### config.mk
export PLATFORM = sky130hd
export DESIGN_NAME = debug_sequencer
export DESIGN_NICKNAME = d
export VERILOG_FILES = /design/src/rtl/debug_sequencer.sv
export SDC_FILE = /design/constraint.sdc
export NUM_CORES = 2
export LEC_CHECK = 0
export ABC_AREA = 1
export BUFFER_PORTS_ARGS = -buffer_cell sky130_fd_sc_hd__clkbuf_2
export CAP_MARGIN = 20
export CORE_MARGIN = 8
export CORE_UTILIZATION = 27
export DETAILED_ROUTE_END_ITERATION = 8
export PLACE_DENSITY = 0.55
export RECOVER_POWER = 25
export SLEW_MARGIN = 20
export SYNTH_ARGS = -nofsm -noshare
export SYNTH_HDL_FRONTEND = slang
export SYNTH_SLANG_ARGS = --single-unit
### constraint.sdc
create_clock -name clk -period 1.7 [get_ports clk]
set_clock_uncertainty 0.05 [all_clocks]
set_input_delay 0.425 -clock clk [delete_from_list [all_inputs] [get_ports clk]]
set_output_delay 0.425 -clock clk [all_outputs]
set_load 0.005 [all_outputs]
### src/rtl/debug_sequencer.sv
`default_nettype none
// ============================================================================
//  Module      : debug_sequencer
//  Description : Debug-host sequencer for a pipelined datapath. Gates the
//                pipeline through a registered enable (run / single-step /
//                frozen), snapshots PC, cycle count and the register file
//                debug bus, and streams the snapshot bytewise toward a UART
//                transmitter over a valid/ready interface.
//  Revision    : 1.0 - initial release
// ============================================================================
module debug_sequencer #(
    parameter int PROC_BITS = 32,
    parameter int PC_BITS   = 32,
    parameter int NUM_REGS  = 32,
    parameter int CNT_BITS  = 32
) (
    input  logic                          clk,
    input  logic                          rst,
    input  logic                          i_cmd_valid,
    input  logic [7:0]                    i_cmd,
    output logic                          o_cmd_ready,
    input  logic                          i_halt,
    input  logic [PC_BITS-1:0]            i_pc,
    input  logic [NUM_REGS*PROC_BITS-1:0] i_rf_regs,
    output logic                          o_pipe_enable,
    output logic                          o_tx_valid,
    output logic [7:0]                    o_tx_data,
    input  logic                          i_tx_ready,
    output logic                          o_busy,
    output logic [CNT_BITS-1:0]           o_cycle_count
);

    // Snapshot layout, LSB first: PC, cycle count, reg0 .. reg(NUM_REGS-1).
    // Streaming the whole vector LSB-byte first therefore yields every word
    // least-significant byte first in the required order.
    localparam int c_SNAP_BITS = PC_BITS + CNT_BITS + NUM_REGS * PROC_BITS;
    localparam int c_NUM_BYTES = c_SNAP_BITS / 8;
    localparam int c_IDX_BITS  = (c_NUM_BYTES > 1) ? $clog2(c_NUM_BYTES) : 1;

    localparam logic [c_IDX_BITS-1:0] c_LAST_IDX = c_IDX_BITS'(c_NUM_BYTES - 1);
    localparam logic [CNT_BITS-1:0]   c_CNT_MAX  = {CNT_BITS{1'b1}};

    localparam logic [7:0] c_CMD_RUN  = 8'h01;
    localparam logic [7:0] c_CMD_STEP = 8'h02;
    localparam logic [7:0] c_CMD_DUMP = 8'h03;
    localparam logic [7:0] c_CMD_STOP = 8'h04;

    typedef enum logic [2:0] {
        S_IDLE = 3'd0,
        S_RUN  = 3'd1,
        S_STEP = 3'd2,
        S_SNAP = 3'd3,
        S_SEND = 3'd4
    } state_t;

    state_t                  r_state;
    logic                    r_pipe_enable;
    logic [CNT_BITS-1:0]     r_cycle_count;
    logic [c_SNAP_BITS-1:0]  r_snap;
    logic [c_IDX_BITS-1:0]   r_byte_idx;

    logic                    w_cmd_accept;
    logic                    w_stop_accept;

    // Commands are only taken while the pipeline can react to them.
    assign o_cmd_ready   = (r_state == S_IDLE) || (r_state == S_RUN);
    assign w_cmd_accept  = i_cmd_valid && o_cmd_ready;
    assign w_stop_accept = w_cmd_accept && (i_cmd == c_CMD_STOP);

    assign o_pipe_enable = r_pipe_enable;
    assign o_cycle_count = r_cycle_count;
    assign o_busy        = (r_state != S_IDLE);
    assign o_tx_valid    = (r_state == S_SEND);
    // The snapshot shifts down one byte per handshake, so the current byte
    // always sits at the bottom and stays put while the sink stalls.
    assign o_tx_data     = r_snap[7:0];

    // Sequencer FSM: owns state, pipeline enable, snapshot and byte index.
    always_ff @(posedge clk or negedge rst) begin
        if (!rst) begin
            r_state       <= S_IDLE;
            r_pipe_enable <= 1'b0;
            r_snap        <= '0;
            r_byte_idx    <= '0;
        end else begin
            case (r_state)
                S_IDLE: begin
                    r_pipe_enable <= 1'b0;
                    if (w_cmd_accept) begin
                        // RUN/STEP against a halted core are swallowed.
                        if ((i_cmd == c_CMD_RUN) && !i_halt) begin
                            r_state       <= S_RUN;
                            r_pipe_enable <= 1'b1;
                        end else if ((i_cmd == c_CMD_STEP) && !i_halt) begin
                            r_state       <= S_STEP;
                            r_pipe_enable <= 1'b1;
                        end else if (i_cmd == c_CMD_DUMP) begin
                            r_state <= S_SNAP;
                        end
                    end
                end

                S_RUN: begin
                    // Halt and STOP together still produce a single exit.
                    if (i_halt || w_stop_accept) begin
                        r_state       <= S_SNAP;
                        r_pipe_enable <= 1'b0;
                    end
                end

                S_STEP: begin
                    // Exactly one enabled cycle; a halt arriving now is
                    // simply part of the completed step.
                    r_state       <= S_SNAP;
                    r_pipe_enable <= 1'b0;
                end

                S_SNAP: begin
                    // Pipeline is frozen here, so the captured values are final.
                    r_snap     <= {i_rf_regs, r_cycle_count, i_pc};
                    r_byte_idx <= '0;
                    r_state    <= S_SEND;
                end

                S_SEND: begin
                    if (i_tx_ready) begin
                        r_snap <= {8'h00, r_snap[c_SNAP_BITS-1:8]};
                        if (r_byte_idx == c_LAST_IDX) begin
                            r_byte_idx <= '0;
                            r_state    <= S_IDLE;
                        end else begin
                            r_byte_idx <= r_byte_idx + 1'b1;
                        end
                    end
                end

                default: begin
                    r_state       <= S_IDLE;
                    r_pipe_enable <= 1'b0;
                end
            endcase
        end
    end

    // Saturating count of enabled cycles; only reset clears it.
    always_ff @(posedge clk or negedge rst) begin
        if (!rst) begin
            r_cycle_count <= '0;
        end else if (r_pipe_enable && (r_cycle_count != c_CNT_MAX)) begin
            r_cycle_count <= r_cycle_count + 1'b1;
        end
    end

endmodule
`default_nettype wire
# --- After elaboration in Yosys (flattened, before gate mapping) ---
# Cells that the tools add are included.
classes:
  eq_ne: 15
  mux: 18
  n_reduce_logical: 15
  bitwise_logic: 1
  addsub: 2
op_table:
  columns: ["operator", "n"]
  rows:
  - ["$pmux 1088 s2", 1]
  - ["$mux 1088", 1]
  - ["$add 32x1->32 const B", 1]
  - ["$ne 32x32->1 const B", 1]
  - ["$mux 3", 7]
  - ["$eq 8x2->1 const B", 2]
  - ["$mux 8", 2]
  - ["$pmux 8 s2", 1]
  - ["$pmux 3 s5", 1]
  - ["$add 8x1->8 const B", 1]
  - ["$eq 8x1->1 const B", 1]
  - ["$eq 8x3->1 const B", 1]
  - ["$eq 8x8->1 const B", 1]
  - ["$eq 3x2->1 const B", 2]
  - ["$ne 2x1->1 const B", 3]
  - ["$logic_and 1x1->1", 5]
  - ["$reduce_and 5->1", 1]
  - ["$mux 1", 4]
  - ["$ne 4x1->1 const B", 1]
  - ["$reduce_and 2->1", 2]
  - ["$eq 3x1->1 const B", 1]
  - ["$eq 3x3->1 const B", 1]
  - ["$logic_not 3->1", 1]
  - ["$pmux 1 s3", 1]
  - ["7 further kinds", 8]
word_totals:
  elab_cells: 56
  in_bits: 1069
  reg_bits: 1132
  output_inout_bits: 44

# --- Longest topological paths before layout ---
logic_depth:
  depth_word: 7
  ltp_mapped: 11
  depth_no_buf: 10

# --- Worst setup path before layout ---
# Ideal clock, no wire load.
synth_timing:
  kind: "register to register"
  startpoint: "register r_cycle_count[0] (netlist: o_cycle_count[0])"
  endpoint: "register r_cycle_count[7] (netlist: o_cycle_count[7])"
  synth_period_minus_slack_ns: 1.833
  setup_ns: 0.123
  t_required_ns: 1.527
  path_buffers: 1
  arrival_ns: 1.660
  stages_incl_launch_ff: 12
  path_slack_ns: -0.133
  path_cell_list: "dfrtp_1 ha_1 inv_1 nor2_2 nand2_2 nor2_2 nand2_1 nand2_2 inv_2 buf_2 nand3_1 nand2_1"
synth_between:
  elab_chain_cells: 2
  elab_cells_between_ends: 3
  classes_between: "add/sub (1); eq/ne (1); reduce/logical (1)"
synth_lines:
  columns: ["element", "line", "source"]
  rows:
  - ["start, declared", "58", "logic [CNT_BITS-1:0] r_cycle_count;"]
  - ["start signal, assigned", "150", "r_cycle_count <= r_cycle_count + 1'b1;"]
  - ["branches (longest 2 deep; another with $add 32x1->32)", null, null]
# Several ways; the timed one is not identified.
# A chain may end at the register's enable or synchronous reset.

# --- Final worst setup path ---
layout_timing:
  startpoint: "register r_state[1]"
  endpoint: "output o_tx_valid"
layout_between:
  elab_chain_cells: 1
layout_lines:
  columns: ["element", "line", "source"]
  rows:
  - ["start, declared", "56", "state_t r_state;"]
  - ["start signal, assigned", "81", "r_state <= S_IDLE;"]
  - ["start signal, assigned", "92", "r_state <= S_RUN;"]
  - ["start signal, assigned", "95", "r_state <= S_STEP;"]
  - ["$eq 3x3->1", "73", "assign o_tx_valid = (r_state == S_SEND);"]
  - ["end, declared", "26", "output logic o_tx_valid,"]
# No other way between the ends.

==> results.yml <==
sta:
  grt_setup_unrepaired: "yes"
  slew_headroom_pct: 43.68
  fmax_ghz: 0.4416
  fin_ws_ns: -0.5645
  tns_ns: -463.82
  post-route-period-util_pct: 133.2
  hold_viol: 0
  fin_crit_ns: 2.265
  hold_slack_ns: 0.09747
  worst_pin_slew_ns: 0.8449
  slew_viol_final: 0
  setup_violations: 1872
route:
  postRouteWirelength_um: 238600
  ant_nets: 0
  drc: 0
  wire_per_inst_um: 20.48
  dr.pass1.iters: 5
  via_per_inst: 4.848
  vias: 56485
  drt_iter0_markers: 4799
pwr:
  powerDensity_nw_per_um2: 771.6
  p_leak_nw: 44.21
  ir_drop_mv: 0.8493
  power_mw: 66.18
worst_setup_path:
  crit_arrival_ns: 1.79
  path_class: "reg2out"
  r2r_slack_ns: -0.50
  required_ns: 1.22
  setup.worst_path.start: "r_state[1]$_DFFE_PN0P_"
  crit_fanout: 2
  r2r-start: "r_state[2]$_DFFE_PN0P_"
  crit_path_end_kind: "output pin"
  start_kind: "register"
global_routing:
  grt_pass1_vias: 56671
  gr-total-overflow: 0
  grt_pass1_wl_um: 347200
  grtUsageTotal_pct: 20.48
  antenna_found_initial: 58
  grt_max_degree: 96
placed_design:
  postPlaceCellArea_um2: 65190
  io_buffers: 1112
  gp_congestion: 0.8994
  place_inst: 10037
  hpwl_um: 157800
synthesis:
  yosysUniqueCellTypes: 29
  syn_area_per_cell_um2: 8.520
  syn-instance-count: 6358
  syn_area_um2: 54170
  yosysSeqAreaShare_pct: 52.29
  ys_ff_latch: 1132
  synth_top_flop_cell: "dfrtp_1"
  yosysWarnings: 0
  synthArstFlopShare_pct: 100.0
  syn-num-nets: 7429
  synth_edf_count: 0
clock_network:
  cts_tree: "yes"
  path_clk_slew_ns: 0.06
  worstSkewPairLatency_ns: 0.80
  htree_levels: 4
  cts_buffers: 138
  cts_sinks: 1132
  cts.root.buffer_cell: "clkbuf_16"
  clk_path_buf_depth: 3
cells_and_area:
  seqCellArea_um2: 28330
  layout_common_cells: "1283 x nand2_1, 1126 x dfrtp_1, 1110 x clkbuf_2, 1107 x inv_1, 1064 x o211ai_1"
  fill_cells: 18672
  final_area_um2: 85780
  layoutNonFillerInstCount: 11651
  syn_to_final_growth_pct: 58.35
  layout_commonest_cell: "nand2_1"
  multi_input_area_um2: 19290
  nNetsFinal: 9903
  drive_above_1_share_pct: 22.53
run_status:
  failed_checks: "negative setup slack"
  outcome: "complete, but fails checks"
die:
  start_util_pct: 27.13
  rows: 164
  fp.dieW_um: 463.9
  die_area_um2: 215200
  die_h_um: 463.9
  core_um2: 199700
  num_io_pins: 1113
hold_path:
  min_from: "i_rf_regs[608]"
  hold_class: "in2reg"
job:
  cap_violations: 0
-- state kept, by name, summed over array words and instances, names as in the netlist --
| register | count |
|---|---|
| o_cycle_count | 32 |
| r_state | 3 |
| r_byte_idx | 8 |
| o_pipe_enable | 1 |
| r_snap | 1088 |
-- kinds of logic (layout without fill, tap and decap cells) --
| logic type | after synthesis | after routing | share of synthesized area (%) |
|---|---|---|---|
| compound gates | 2188 | 2188 | 25.16 |
| buf+inv | 1605 | 4189 | 12.20 |
| simple gates | 1414 | 1414 | 10.02 |
| flops | 1132 | 1132 | 52.29 |
| xor+xnor | 16 | 16 | 0.2587 |
| fa+ha+maj | 2 | 2 | 0.04619 |
| mux | 1 | 1 | 0.01848 |
| other cells | 0 | 53 | 0 |
-- synth_stat cells, drive strengths merged (7+ instances only) --
cell | instances | area share (%)
xor2 | 9 | 0.15
dfrtp | 1132 | 52
nand2 | 1290 | 9.0
clkbuf | 148 | 1.0
nand3b | 12 | 0.17
a31oi | 9 | 0.10
xnor2 | 7 | 0.11
inv | 1109 | 7.7
buf | 348 | 3.5
nand3 | 34 | 0.31
a21oi | 7 | 0.065
o211ai | 1064 | 15
nor2 | 74 | 0.54
o21ai | 1106 | 10
-- report_power, final --
| group | total [mW] | leakage [nW] | internal [mW] | switching, mW |
|---|---|---|---|---|
| Sequential | 27.4 | 15.8 | 27.3 | 0.158 |
| Clock | 30.9 | 2.34 | 18.4 | 12.5 |
| Combinational | 7.86 | 26.1 | 4.14 | 3.71 |
-- critical path, cell delays in order (launching register included) --
cell and delay, ns:
dfrtp_1 0.40, nor2_4 0.15, nand2_4 0.10, inv_12 0.07, buf_16 0.12, buf_12 0.10, buf_6 0.08
-- repair_timing --
action / 4_1_cts / 5_1_grt
pin swaps: 6 / 12
hold buffers: 1057 / 0
setup endpoints to repair: 1151 / 1176
cloned: 42 / 75
buffers inserted: 84 / 64
endpoints found under the hold margin: 1486 / 0
gates resized for setup: 130 / 289
-- final cells by class --
| type | instances | share of cell area (%) |
|---|---|---|
| tap | 2656 | 3.874 |
| clock inverter | 38 | 0.6068 |
| antenna | 53 | 0.1546 |
| multi-input combinational | 3621 | 22.49 |
| clock buffer | 212 | 4.914 |
| inverter | 1109 | 4.867 |
| timing repair buffer | 2830 | 30.06 |
| sequential | 1132 | 33.03 |
-- routing by layer --
metal | share of wire (%) | vias up | global-route usage (%) | wire [um]
met3 | 6.9 | 651 | 4.590 | 16560
met5 | 0.048 | - | 0 | 115
met1 | 41 | 27117 | 26.48 | 98940
li1 | - | 26184 | - | -
met4 | 4.9 | 20 | 9.096 | 11800
met2 | 47 | 2513 | 32.82 | 111200
-- stage by stage --
| stage | worst slack (ns) | util [%] |
|---|---|---|
| final | -0.5645 | 42.96 |
| after global placement | -0.3619 | 32.65 |
| after floorplan | 0.001527 | - |
| after global routing | -0.6803 | 42.95 |
| after CTS | -0.6623 | 41.55 |
| after detailed placement | -0.3704 | 32.65 |
-- worst paths after layout --
path,to,cells after the start
max reg2reg,r_snap[678]$_DFFE_PN0P_,9
min reg2reg,r_snap[15]$_DFFE_PN0P_,2
max in group asynchronous,r_snap[808]$_DFFE_PN0P_,4
min,r_snap[672]$_DFFE_PN0P_,3
min in group asynchronous,r_snap[352]$_DFFE_PN0P_,3
max,o_tx_valid,6
Note: power is estimated with default switching activity, not from simulation.
